$ cat src/rtl/gpio_bank_pkg.sv
// gpio_bank_pkg: register word indices, address window width and reset values for gpio_bank
package gpio_bank_pkg;
  localparam int WIN_W = 6;
  localparam logic [3:0] REG_OUT     = 4'h0;
  localparam logic [3:0] REG_DIR     = 4'h1;
  localparam logic [3:0] REG_SET     = 4'h2;
  localparam logic [3:0] REG_CLR     = 4'h3;
  localparam logic [3:0] REG_TGL     = 4'h4;
  localparam logic [3:0] REG_IN      = 4'h6;
  localparam logic [3:0] REG_STATUS  = 4'h7;
  localparam logic [3:0] REG_RISE_EN = 4'h8;
  localparam logic [3:0] REG_FALL_EN = 4'h9;
  localparam logic [31:0] RST_VAL    = 32'h0;
  function automatic logic [31:0] lane_mask(input logic [3:0] s);
    return {{8{s[3]}}, {8{s[2]}}, {8{s[1]}}, {8{s[0]}}};
  endfunction
endpackage

$ cat src/rtl/gpio_bank_if.sv
// gpio_bank_if: picorv32 native memory bus slice seen by gpio_bank
interface gpio_bank_if;
  logic        mem_valid;
  logic [31:0] mem_addr;
  logic [31:0] mem_wdata;
  logic [3:0]  mem_wstrb;
  logic        mem_ready;
  logic [31:0] mem_rdata;
  modport master(output mem_valid, mem_addr, mem_wdata, mem_wstrb, input mem_ready, mem_rdata);
  modport slave(input mem_valid, mem_addr, mem_wdata, mem_wstrb, output mem_ready, mem_rdata);
endinterface

$ cat src/rtl/gpio_bank_sync.sv
// gpio_bank_sync: per-pin input synchroniser; with GPIO_BANK_IRQ_EN also a prev flop for edge detect
module gpio_bank_sync import gpio_bank_pkg::*; #(
  parameter int WIDTH       = 8,
  parameter int SYNC_STAGES = 2
) (
  input  logic             clk,
  input  logic             reset,
  input  logic [WIDTH-1:0] d,
  output logic [WIDTH-1:0] q,
  output logic [WIDTH-1:0] rise,
  output logic [WIDTH-1:0] fall
);
  logic [SYNC_STAGES-1:0][WIDTH-1:0] s;
  always_ff @(posedge clk or posedge reset)
    if (reset) s <= '0;
    else s <= {s[SYNC_STAGES-2:0], d};
  assign q = s[SYNC_STAGES-1];
`ifdef GPIO_BANK_IRQ_EN
  logic [WIDTH-1:0] prev;
  always_ff @(posedge clk or posedge reset)
    if (reset) prev <= WIDTH'(RST_VAL);
    else prev <= q;
  assign rise = q & ~prev;
  assign fall = ~q & prev;
`else
  assign rise = '0;
  assign fall = '0;
`endif
endmodule

$ cat src/rtl/gpio_bank.sv
// gpio_bank: memory-mapped GPIO on the picorv32 native bus; GPIO_BANK_IRQ_EN enables edge-capture irq
module gpio_bank import gpio_bank_pkg::*; #(
  parameter int          WIDTH       = 8,
  parameter logic [31:0] BASE_ADDR   = 32'hFFFF_F800,
  parameter int          SYNC_STAGES = 2
) (
  input  logic             clk,
  input  logic             reset,
  gpio_bank_if.slave       bus,
  input  logic [WIDTH-1:0] gpio_in,
  output logic [WIDTH-1:0] gpio_out,
  output logic [WIDTH-1:0] gpio_oe,
  output logic             irq
);
  logic [WIDTH-1:0] out_r, dir_r, out_n, dir_n, pin_in, rise, fall, wm, wv;
  logic [31:0] rd, rd_irq;
  logic [3:0] idx;
  logic sel, ack, we, unused;
  gpio_bank_sync #(.WIDTH(WIDTH), .SYNC_STAGES(SYNC_STAGES)) u_sync (
    .clk(clk), .reset(reset), .d(gpio_in), .q(pin_in), .rise(rise), .fall(fall)
  );
  assign sel = bus.mem_valid && bus.mem_addr[31:WIN_W] == BASE_ADDR[31:WIN_W];
  assign ack = sel && !bus.mem_ready;
  assign we  = ack && |bus.mem_wstrb;
  assign idx = bus.mem_addr[WIN_W-1:2];
  assign wm  = WIDTH'(lane_mask(bus.mem_wstrb));
  assign wv  = WIDTH'(bus.mem_wdata & lane_mask(bus.mem_wstrb));
  assign out_n = !we ? out_r :
                 idx == REG_OUT ? (out_r & ~wm) | wv :
                 idx == REG_SET ? out_r | wv :
                 idx == REG_CLR ? out_r & ~wv :
                 idx == REG_TGL ? out_r ^ wv : out_r;
  assign dir_n = we && idx == REG_DIR ? (dir_r & ~wm) | wv : dir_r;
  assign rd = idx == REG_OUT ? 32'(out_r) :
              idx == REG_DIR ? 32'(dir_r) :
              idx == REG_IN  ? 32'(pin_in) : rd_irq;
  always_ff @(posedge clk or posedge reset)
    if (reset) begin
      out_r         <= WIDTH'(RST_VAL);
      dir_r         <= WIDTH'(RST_VAL);
      bus.mem_ready <= 1'b0;
      bus.mem_rdata <= RST_VAL;
    end else begin
      out_r         <= out_n;
      dir_r         <= dir_n;
      bus.mem_ready <= ack;
      bus.mem_rdata <= ack ? rd : '0;
    end
  assign gpio_out = out_r;
  assign gpio_oe  = dir_r;
`ifdef GPIO_BANK_IRQ_EN
  logic [WIDTH-1:0] st_r, rise_en, fall_en;
  // a fresh edge is OR'd in after the clear so it survives a same-cycle w1c
  always_ff @(posedge clk or posedge reset)
    if (reset) begin
      st_r    <= WIDTH'(RST_VAL);
      rise_en <= WIDTH'(RST_VAL);
      fall_en <= WIDTH'(RST_VAL);
    end else begin
      st_r    <= (st_r & ~(we && idx == REG_STATUS ? wv : '0)) | (rise & rise_en) | (fall & fall_en);
      rise_en <= we && idx == REG_RISE_EN ? (rise_en & ~wm) | wv : rise_en;
      fall_en <= we && idx == REG_FALL_EN ? (fall_en & ~wm) | wv : fall_en;
    end
  assign irq    = |st_r;
  assign rd_irq = idx == REG_STATUS  ? 32'(st_r) :
                  idx == REG_RISE_EN ? 32'(rise_en) :
                  idx == REG_FALL_EN ? 32'(fall_en) : '0;
  assign unused = ^{bus.mem_addr[1:0], bus.mem_wdata, bus.mem_wstrb};
`else
  assign irq    = 1'b0;
  assign rd_irq = '0;
  assign unused = ^{bus.mem_addr[1:0], bus.mem_wdata, bus.mem_wstrb, rise, fall};
`endif
endmodule

$ cat src/flat_wrapper.sv
// flat-port wrapper written by rule: the top's interface ports become plain ports
module gpio_bank_flat import gpio_bank_pkg::*;
#(
  parameter int          WIDTH       = 8,
  parameter logic [31:0] BASE_ADDR   = 32'hFFFF_F800,
  parameter int          SYNC_STAGES = 2
)
  (clk, reset, gpio_in, gpio_out, gpio_oe, irq, bus_mem_valid, bus_mem_addr, bus_mem_wdata, bus_mem_wstrb, bus_mem_ready, bus_mem_rdata);
  gpio_bank_if bus_i ();
  input  logic clk;
  input  logic reset;
  input  logic [WIDTH-1:0] gpio_in;
  output logic [WIDTH-1:0] gpio_out;
  output logic [WIDTH-1:0] gpio_oe;
  output logic irq;
  input wire logic [$bits(bus_i.mem_valid)-1:0] bus_mem_valid;
  input wire logic [$bits(bus_i.mem_addr)-1:0] bus_mem_addr;
  input wire logic [$bits(bus_i.mem_wdata)-1:0] bus_mem_wdata;
  input wire logic [$bits(bus_i.mem_wstrb)-1:0] bus_mem_wstrb;
  output wire logic [$bits(bus_i.mem_ready)-1:0] bus_mem_ready;
  output wire logic [$bits(bus_i.mem_rdata)-1:0] bus_mem_rdata;
  assign bus_i.mem_valid = bus_mem_valid;
  assign bus_i.mem_addr = bus_mem_addr;
  assign bus_i.mem_wdata = bus_mem_wdata;
  assign bus_i.mem_wstrb = bus_mem_wstrb;
  assign bus_mem_ready = bus_i.mem_ready;
  assign bus_mem_rdata = bus_i.mem_rdata;
  gpio_bank #(.WIDTH(WIDTH), .BASE_ADDR(BASE_ADDR), .SYNC_STAGES(SYNC_STAGES)) u_core (.clk(clk), .reset(reset), .bus(bus_i), .gpio_in(gpio_in), .gpio_out(gpio_out), .gpio_oe(gpio_oe), .irq(irq));
endmodule
$ cat config.mk
export PLATFORM = sky130hd
export DESIGN_NAME = gpio_bank_flat
export DESIGN_NICKNAME = d
export VERILOG_FILES = /design/src/rtl/gpio_bank_pkg.sv /design/src/rtl/gpio_bank_if.sv /design/src/rtl/gpio_bank_sync.sv /design/src/rtl/gpio_bank.sv /design/src/flat_wrapper.sv
export SDC_FILE = /design/constraint.sdc
export NUM_CORES = 1
export LEC_CHECK = 0
export CORE_ASPECT_RATIO = 1.1
export CORE_MARGIN = 3
export CORE_UTILIZATION = 42
export CTS_CLUSTER_DIAMETER = 150
export DETAILED_ROUTE_END_ITERATION = 12
export HOLD_SLACK_MARGIN = 0.1
export PLACE_DENSITY = 0.86
export SLEW_MARGIN = 5
export SYNTH_ARGS = -nofsm -noshare
export SYNTH_HDL_FRONTEND = slang
export SYNTH_SLANG_ARGS = --single-unit
$ cat constraint.sdc
create_clock -name clk -period 4.3 [get_ports clk]
set_clock_uncertainty 0.15 [all_clocks]
set_input_delay 0.86 -clock clk [delete_from_list [all_inputs] [get_ports clk]]
set_output_delay 0.86 -clock clk [all_outputs]
set_load 0.05 [all_outputs]
======== Yosys cells after proc, flatten, opt, wreduce, memory -nomap -nowiden ========
Index checks and enable logic that the tools add are counted.
word-level totals
  register bits ........................... 65
  bits of input ports ..................... 79
  word-level logic and storage cells ...... 39
cells by class
  eq/ne operators ......................... 6
  multiplexer cells ....................... 8
  bitwise logic cells ..................... 10
  reductions and logical operators ........ 9
operators with widths
  kind                                           count
  2-to-1 mux 32 bit                              3
  2-to-1 mux 8 bit                               5
  AND 8 bit                                      4
  == test 26 bit, second input constant          1
  bitwise OR 8 bit                               3
  NOT 8 bit                                      2
  == test 4 x 2 -> 1 bit, second input constant  2
  == test 4 x 3 -> 1 bit, second input constant  2
  XOR 8 bit                                      1
  == test 4 x 1 -> 1 bit, second input constant  1
  logical AND 1 bit                              4
  zero test 4 bit                                1
  nonzero test 4 bit                             1
  OR reduction 4 bit                             1
  AND reduction 2 bit                            1
  zero test 1 bit                                1

======== Logic depth before layout (Yosys ltp) ========
Gate-level depths: netlist of the first run.
  word-level depth ........................ 6
  depth in mapped cells ................... 8
  depth with buffers taken out ............ 6

======== Hierarchy ========
Synthesis of the first run repeated with hierarchy kept, for this count alone.
unflattened totals
  cell total of the unflattened synthesis .. 258
  area total of the unflattened synthesis .. 2570.0 µm²
modules (own cells, without submodules)
  module          times used  cells an instance  area each (µm²)  seq. area each (µm²)
  gpio_bank       1           216                1981.9           625.6
  gpio_bank_sync  1           42                 588.1            400.4

======== Worst setup path after synthesis of the first run ========
Ideal clock, no wire load.
  path type ............................... input-to-reg
  start ................................... input port bus_mem_addr[7]
  end ..................................... register (tool-made name)
  arrival ................................. 2.261 ns
  required time ........................... 4.022 ns
  slack ................................... 1.762 ns
  cell stages on the path ................. 4
  path buffers ............................ 0
  cells stage by stage .................... or4b_4 -> nor4_4 -> nand3_4 -> mux2_1
RTL lines
  element      RTL line            source
  from (decl)  flat_wrapper.sv:17  input wire logic [$bits(bus_i.mem_addr)-1:0] bus_mem_addr;

======== Worst setup path in the final report of the first run ========
  start ................................... input port bus_mem_addr[2]
  end ..................................... register u_core.bus.mem_rdata[0]
on the way
  word-level cells in the longest chain between the ends .. 5
  elaborated cells on any way between the ends .. 7
  classes of those cells .................. eq/ne: 2; mux: 4; reduce/logical: 1
RTL lines
  element                 RTL line            source
  == test 4 x 3 -> 1 bit  gpio_bank.sv:36     idx == REG_IN ? 32'(pin_in) : rd_irq;
  2-to-1 mux 8 bit        gpio_bank.sv:36
  2-to-1 mux 32 bit       gpio_bank.sv:35     idx == REG_DIR ? 32'(dir_r) :
  2-to-1 mux 32 bit (*)   gpio_bank.sv:34     assign rd = idx == REG_OUT ? 32'(out_r) :
  2-to-1 mux 32 bit (*)   gpio_bank.sv:47     bus.mem_rdata <= ack ? rd : '0;
  to (signal assigned)    gpio_bank.sv:47
  to (decl)               gpio_bank_if.sv:10  modport slave(input mem_valid, mem_addr, mem_wdata, mem_wstrb, output mem_ready, mem_rdata);
Every way passes the cells marked *; elsewhere a longest branch is shown, timed or not.
A chain may end at the register's enable or synchronous reset.

==> flow_summary.json, run 1 <==
{
  "core.rowCount": 28,
  "critPathBufInv": 1,
  "grt-busiest-layer": "met2",
  "arrival_ns": 3.00,
  "hold_violations": 0,
  "total_power_uw": 807,
  "gp_congestion": 0.806,
  "path_max_fanout": 14,
  "slowest_delay_ns": 0.62,
  "finalCritPeriodShare_pct": 68.3,
  "ys_seq_elements": 41,
  "hold_buffers": 0,
  "synth_top_area_share_pct": 43.2,
  "vias": 1986,
  "drtPass1Iterations": 4,
  "drv_cap": 0,
  "clk_path_buf_depth": 2,
  "htreeDepth": 2,
  "clock_latency_ns": 0.29,
  "placed_cells": 377,
  "required_ns": 4.36,
  "worstMarginPinSlew_ns": 0.791,
  "wl_um": 5670,
  "boundaryPins": 129,
  "grt_pass1_vias": 1975,
  "grt_usage_pct": 18.0,
  "drt_iter0_drc": 127,
  "insertedDiodeCount": 0,
  "power.leakage_uw": 0.00146,
  "cts-buffers-inserted": 5,
  "min_period_ns": 2.94,
  "cp_top_family": "simple AND/OR/NAND/NOR gates",
  "clk_pin_slew_worst_paths_ns": 0.08,
  "grt_overflow": 0,
  "cts_tree": "yes",
  "cts_setup_buffers": 0,
  "grt_max_degree": 23,
  "area_growth_pct": 36.2,
  "wire_per_inst_um": 14.7,
  "fin_area_mm2": 0.00323,
  "port_buffers": 77,
  "grt.met2_usage_pct": 30.0,
  "setup_violations": 0,
  "fin_nets": 404,
  "via_per_inst": 5.16,
  "rsz0062_at_grt": "false",
  "slew_violations": 0,
  "clockRootBuffer": "clkbuf_8",
  "place_hpwl_um": 4280,
  "power_density_mw_per_mm2": 250,
  "initial_core_util_pct": 43.7,
  "avgSynthCellArea_um2": 10.2,
  "max-slew-margin-rel_pct": 47.2,
  "cts-resized-gates": 0,
  "hold_class": "reg2reg",
  "place_area_mm2": 0.00314,
  "worstSetupPathType": "in2reg",
  "fin_cells": 385,
  "synthTopCellsByArea": "dfrtp_1, ha_1, buf_4",
  "vdd_drop_max_uv": 142,
  "synth_cells": 232,
  "die_area_mm2": 0.00659,
  "drive_above_1_share_pct": 9.68,
  "cp_slowest_cell": "clkdlybuf4s50_1",
  "grt_util_met1_pct": 21.8,
  "ys_warn_count": 0,
  "status": "finished, final reports clean",
  "critical_path.startpoint_type": "input pin",
  "route.detailed.drc": 0,
  "ys_types": 34,
  "die_w_um": 77.7,
  "antenna_found_initial": 0,
  "setup_tns_ns": 0,
  "grt_pass1_wl_um": 9280,
  "syn-cell-area_mm2": 0.00237,
  "grtUsageMet3_pct": 4.67,
  "cp-end-kind": "register",
  "synth.largest_area_cell": "dfrtp_1",
  "crit_chain": "clkdlybuf4s50_1, or3_1, nor2_1, nand2_1, a21oi_1",
  "detail-route-antenna-nets": 0,
  "ys_seq_area_share_pct": 43.2,
  "cts.sinks": 41,
  "fmax_mhz": 341,
  "rrSetupSlack_ns": 2.31,
  "core_region_area_mm2": 0.00543,
  "fp.dieH_um": 84.8
}
## placed cells by master (no fill, tap or decap), types with 2 or more instances in the layout
cell and instances:
nor2_1 13, mux2_2 5, a21oi_1 24, dfrtp_1 41, o21ai_0 8, ha_1 16, conb_1 25, a22oi_1 7
clkdlybuf4s50_1 77, nor4b_1 8, buf_4 6, mux2_1 3, clkbuf_8 5, inv_1 10, nor3_1 2, nand4_1 4
or2_2 7, mux2i_1 8, nand2_1 16, clkinv_4 2, o221ai_1 8
## cells in the mapped netlist
library cell and instances:
nor4b_1 8, nand3_4 1, nor4_1 1, or4bb_1 1, nor4bb_1 1, inv_1 10
o21ai_0 8, nor2_1 13, dfrtp_1 41, nand2_1 16, buf_1 1, mux2i_1 8
a2bb2oi_1 1, buf_4 25, nor4_4 1, and4b_1 1, o221ai_1 8, nand4b_1 1
or3_1 1, mux2_2 5, conb_1 1, clkbuf_1 11, ha_1 16, a21oi_1 24
nand4_1 4, nor3_1 2, a22oi_1 7, and3b_1 1, nor2b_1 1, nor3b_1 1
or2_2 7, o2111ai_4 1, mux2_1 3, or4b_4 1
## per-stage QoR
| stage | setup slack [ns] | utilization (%) | hold WS, ns |
|---|---|---|---|
| after global placement | 1.08 | 57.8 | 0.182 |
| after floorplan | 1.76 | - | 0.181 |
| after CTS | 1.41 | 59.5 | 0.205 |
| after global routing | 1.22 | 59.5 | 0.210 |
| final | 1.36 | 59.5 | 0.203 |
| after detailed placement | 1.09 | 57.8 | 0.186 |
## final timing paths
path,from,cells past startpoint,end
max,bus_mem_addr[2],5,u_core.bus.mem_rdata[0]
min,u_core.u_sync.s[0],0,u_core.u_sync.q[0]
max reg2reg,u_core.bus.mem_ready,4,register
min reg2reg,u_core.u_sync.s[0],0,u_core.u_sync.q[0]
max in group asynchronous,reset,3,asynchronous set/reset pin
min in group asynchronous,reset,2,u_core.u_sync.q[4]
## power breakdown
part	internal, uW	switching, uW
Combinational	63.1	97.8
Clock	115	136
Sequential	393	2.04
Total	571	236
## metal layers
metal | part of all wire (%) | up-vias
li1 | - | 927
met1 | 38 | 954
met2 | 52 | 91
met3 | 8.5 | 14
met4 | 2.0 | 0
met5 | 0 | -
## final cells by class
class / instances / area, um^2
sequential: 41 / 1030
multi-input combinational: 168 / 1170
fill: 467 / 2200
clock inverter: 3 / 22.5
timing repair buffer: 83 / 816
inverter: 10 / 37.5
tap: 75 / 93.8
clock buffer: 5 / 68.8
## worst reg2reg max path: stages (launching register included)
cell and delay, ns:
dfrtp_1 0.37, nand4b_1 0.23, nor4_4 0.48, nand3_4 0.26, mux2_1 0.40
## kinds of logic (layout without fill, tap and decap cells)
group / Yosys count / after routing / synth area share, %
fa+ha+maj: 16 / 16 / 8.43
flops: 41 / 41 / 43.2
other cells: 1 / 25 / 0.158
buf+inv: 47 / 101 / 11.4
mux: 16 / 16 / 7.17
compound gates: 49 / 49 / 13.4
simple gates: 62 / 62 / 16.2
(Power assumes the default switching activity.)
==> run 2: changes to the inputs <==
- CORE_UTILIZATION: 42 -> 39
- PLACE_DENSITY: 0.86 -> 0.8
- clock period: 4.3 -> 3 ns (I/O delays scaled with it)
==> flow_summary.json, run 2 (same netlist as run 1, synthesis figures left out) <==
{
  "drv_cap": 0,
  "fillers": 517,
  "core.rowCount": 29,
  "path_max_fanout": 8,
  "grt_overflow": 0,
  "grt_pass1_vias": 2042,
  "insertedDiodeCount": 0,
  "initial_core_util_pct": 40.6,
  "fmax_mhz": 394,
  "detail-route-antenna-nets": 0,
  "drt_iter0_drc": 155,
  "htreeDepth": 2,
  "worstSetupPathType": "in2reg",
  "status": "finished, final reports clean",
  "die_area_mm2": 0.00706,
  "clk_pin_slew_worst_paths_ns": 0.08,
  "min_path_cells": 0,
  "power.leakage_uw": 0.00150,
  "worstHoldStart": "u_core.u_sync.s[2]",
  "hold_buffers": 0,
  "arrival_ns": 2.57,
  "port_buffers": 77,
  "whs_endpoint": "u_core.u_sync.q[2]",
  "grt_usage_pct": 18.1,
  "finalCritPeriodShare_pct": 84.7,
  "wire_per_inst_um": 15.7,
  "whs_ns": 0.199,
  "grt_max_degree": 42,
  "slowest_delay_ns": 0.54,
  "cts_tree": "yes",
  "mostFrequentLayoutCell": "clkdlybuf4s50_1",
  "core_region_area_mm2": 0.00584,
  "vias": 2019,
  "top_layer_used": "met4",
  "met1_length_um": 2410,
  "clockRootBuffer": "clkbuf_8",
  "clk_path_buf_depth": 2,
  "cts-resized-gates": 0,
  "power_density_mw_per_mm2": 382,
  "wl_met2_um": 3150,
  "wl_um": 6160,
  "slew_violations": 0,
  "max-slew-margin-rel_pct": 65.4,
  "boundaryPins": 129,
  "required_ns": 3.03,
  "drtPass1Iterations": 4,
  "critical_path.startpoint_type": "input pin",
  "cts-buffers-inserted": 5,
  "clock_latency_ns": 0.30,
  "die_w_um": 80.4,
  "area_growth_pct": 39.2,
  "place_hpwl_um": 4490,
  "total_power_uw": 1260,
  "cts_setup_buffers": 0,
  "rrSetupSlack_ns": 1.03,
  "dr_wl_met3_um": 539,
  "reg2reg_from": "u_core.bus.mem_ready",
  "fin_nets": 410,
  "via_per_inst": 5.14,
  "r2r_cells": 4,
  "worstMarginPinSlew_ns": 0.517,
  "route.detailed.drc": 0,
  "rsz0062_at_grt": "false",
  "vdd_drop_max_uv": 351,
  "min_period_ns": 2.54,
  "cp_slowest_cell": "or4b_4",
  "setup_tns_ns": 0,
  "cp-end-kind": "register",
  "grt_pass1_wl_um": 9810,
  "gp_congestion": 0.792,
  "mostFrequentLayoutCells": "clkdlybuf4s50_1, dfrtp_1, conb_1",
  "utilization_pct": 56.6,
  "fp.dieH_um": 87.8,
  "setup_violations": 0,
  "hold_violations": 0,
  "drive_above_1_share_pct": 11.1,
  "placed_cells": 385,
  "fin_cells": 393,
  "crit_chain": "clkdlybuf4s50_1, or4b_4, nor4_4, nand3_4, mux2_1",
  "cts.sinks": 41,
  "antenna_found_initial": 0,
  "hold_class": "reg2reg"
}
## run 2: cell types whose count changed in the layout (fill, tap and decap cells not counted)
cell	delta
buf_4	+6
bufinv_16	+1
clkbuf_1	+1
clkbuf_8	+1
clkinv_2	-1
clkinv_4	-2
## run 2: how the worst max path moves through the flow
stage / startpoint / to / cells after the start
6_report: bus_mem_addr[7] / register / 5
5_1_grt: bus_mem_addr[7] / register / 5
4_1_cts: bus_mem_addr[7] / register / 5
3_5_place_dp: bus_mem_addr[7] / register / 5
3_3_place_gp: bus_mem_addr[7] / register / 5
2_1_floorplan: bus_mem_addr[7] / register / 4
## run 2: layout make-up
class	count	area, um^2	share of cell area, %
inverters	10	37.5	1.14
well taps	77	96.3	2.92
repair buffers	89	861	26.1
clock inverters	1	30.0	0.909
multi-input cells	168	1170	35.3
clock buffers	7	86.3	2.61
flip-flops and latches	41	1030	31.0
## run 2: per-layer routing
| metal | vias to the layer above | track usage (%) |
|---|---|---|
| met5 | - | 0 |
| met1 | 975 | 21.6 |
| met3 | 9 | 5.35 |
| li1 | 935 | - |
| met4 | 0 | 5.53 |
| met2 | 100 | 31.5 |
## run 2: critical path: cells and delay by family
| kind | cells | cell delay [ns] |
|---|---|---|
| simple gates | 3 | 1.19 |
| buf+inv | 1 | 0.40 |
| mux | 1 | 0.37 |
## run 2: through the flow
stage	setup slack [ns]	instance area, um^2
3_5_place_dp	0.113	3190
6_report	0.459	3300
5_1_grt	0.389	3300
2_1_floorplan	0.722	2460
4_1_cts	0.430	3300
3_3_place_gp	0.165	3190
## run 2: power by group
part	switching, uW	total (uW)	internal, uW
Combinational	143	237	94.3
Clock	189	460	271
Sequential	3.08	566	563
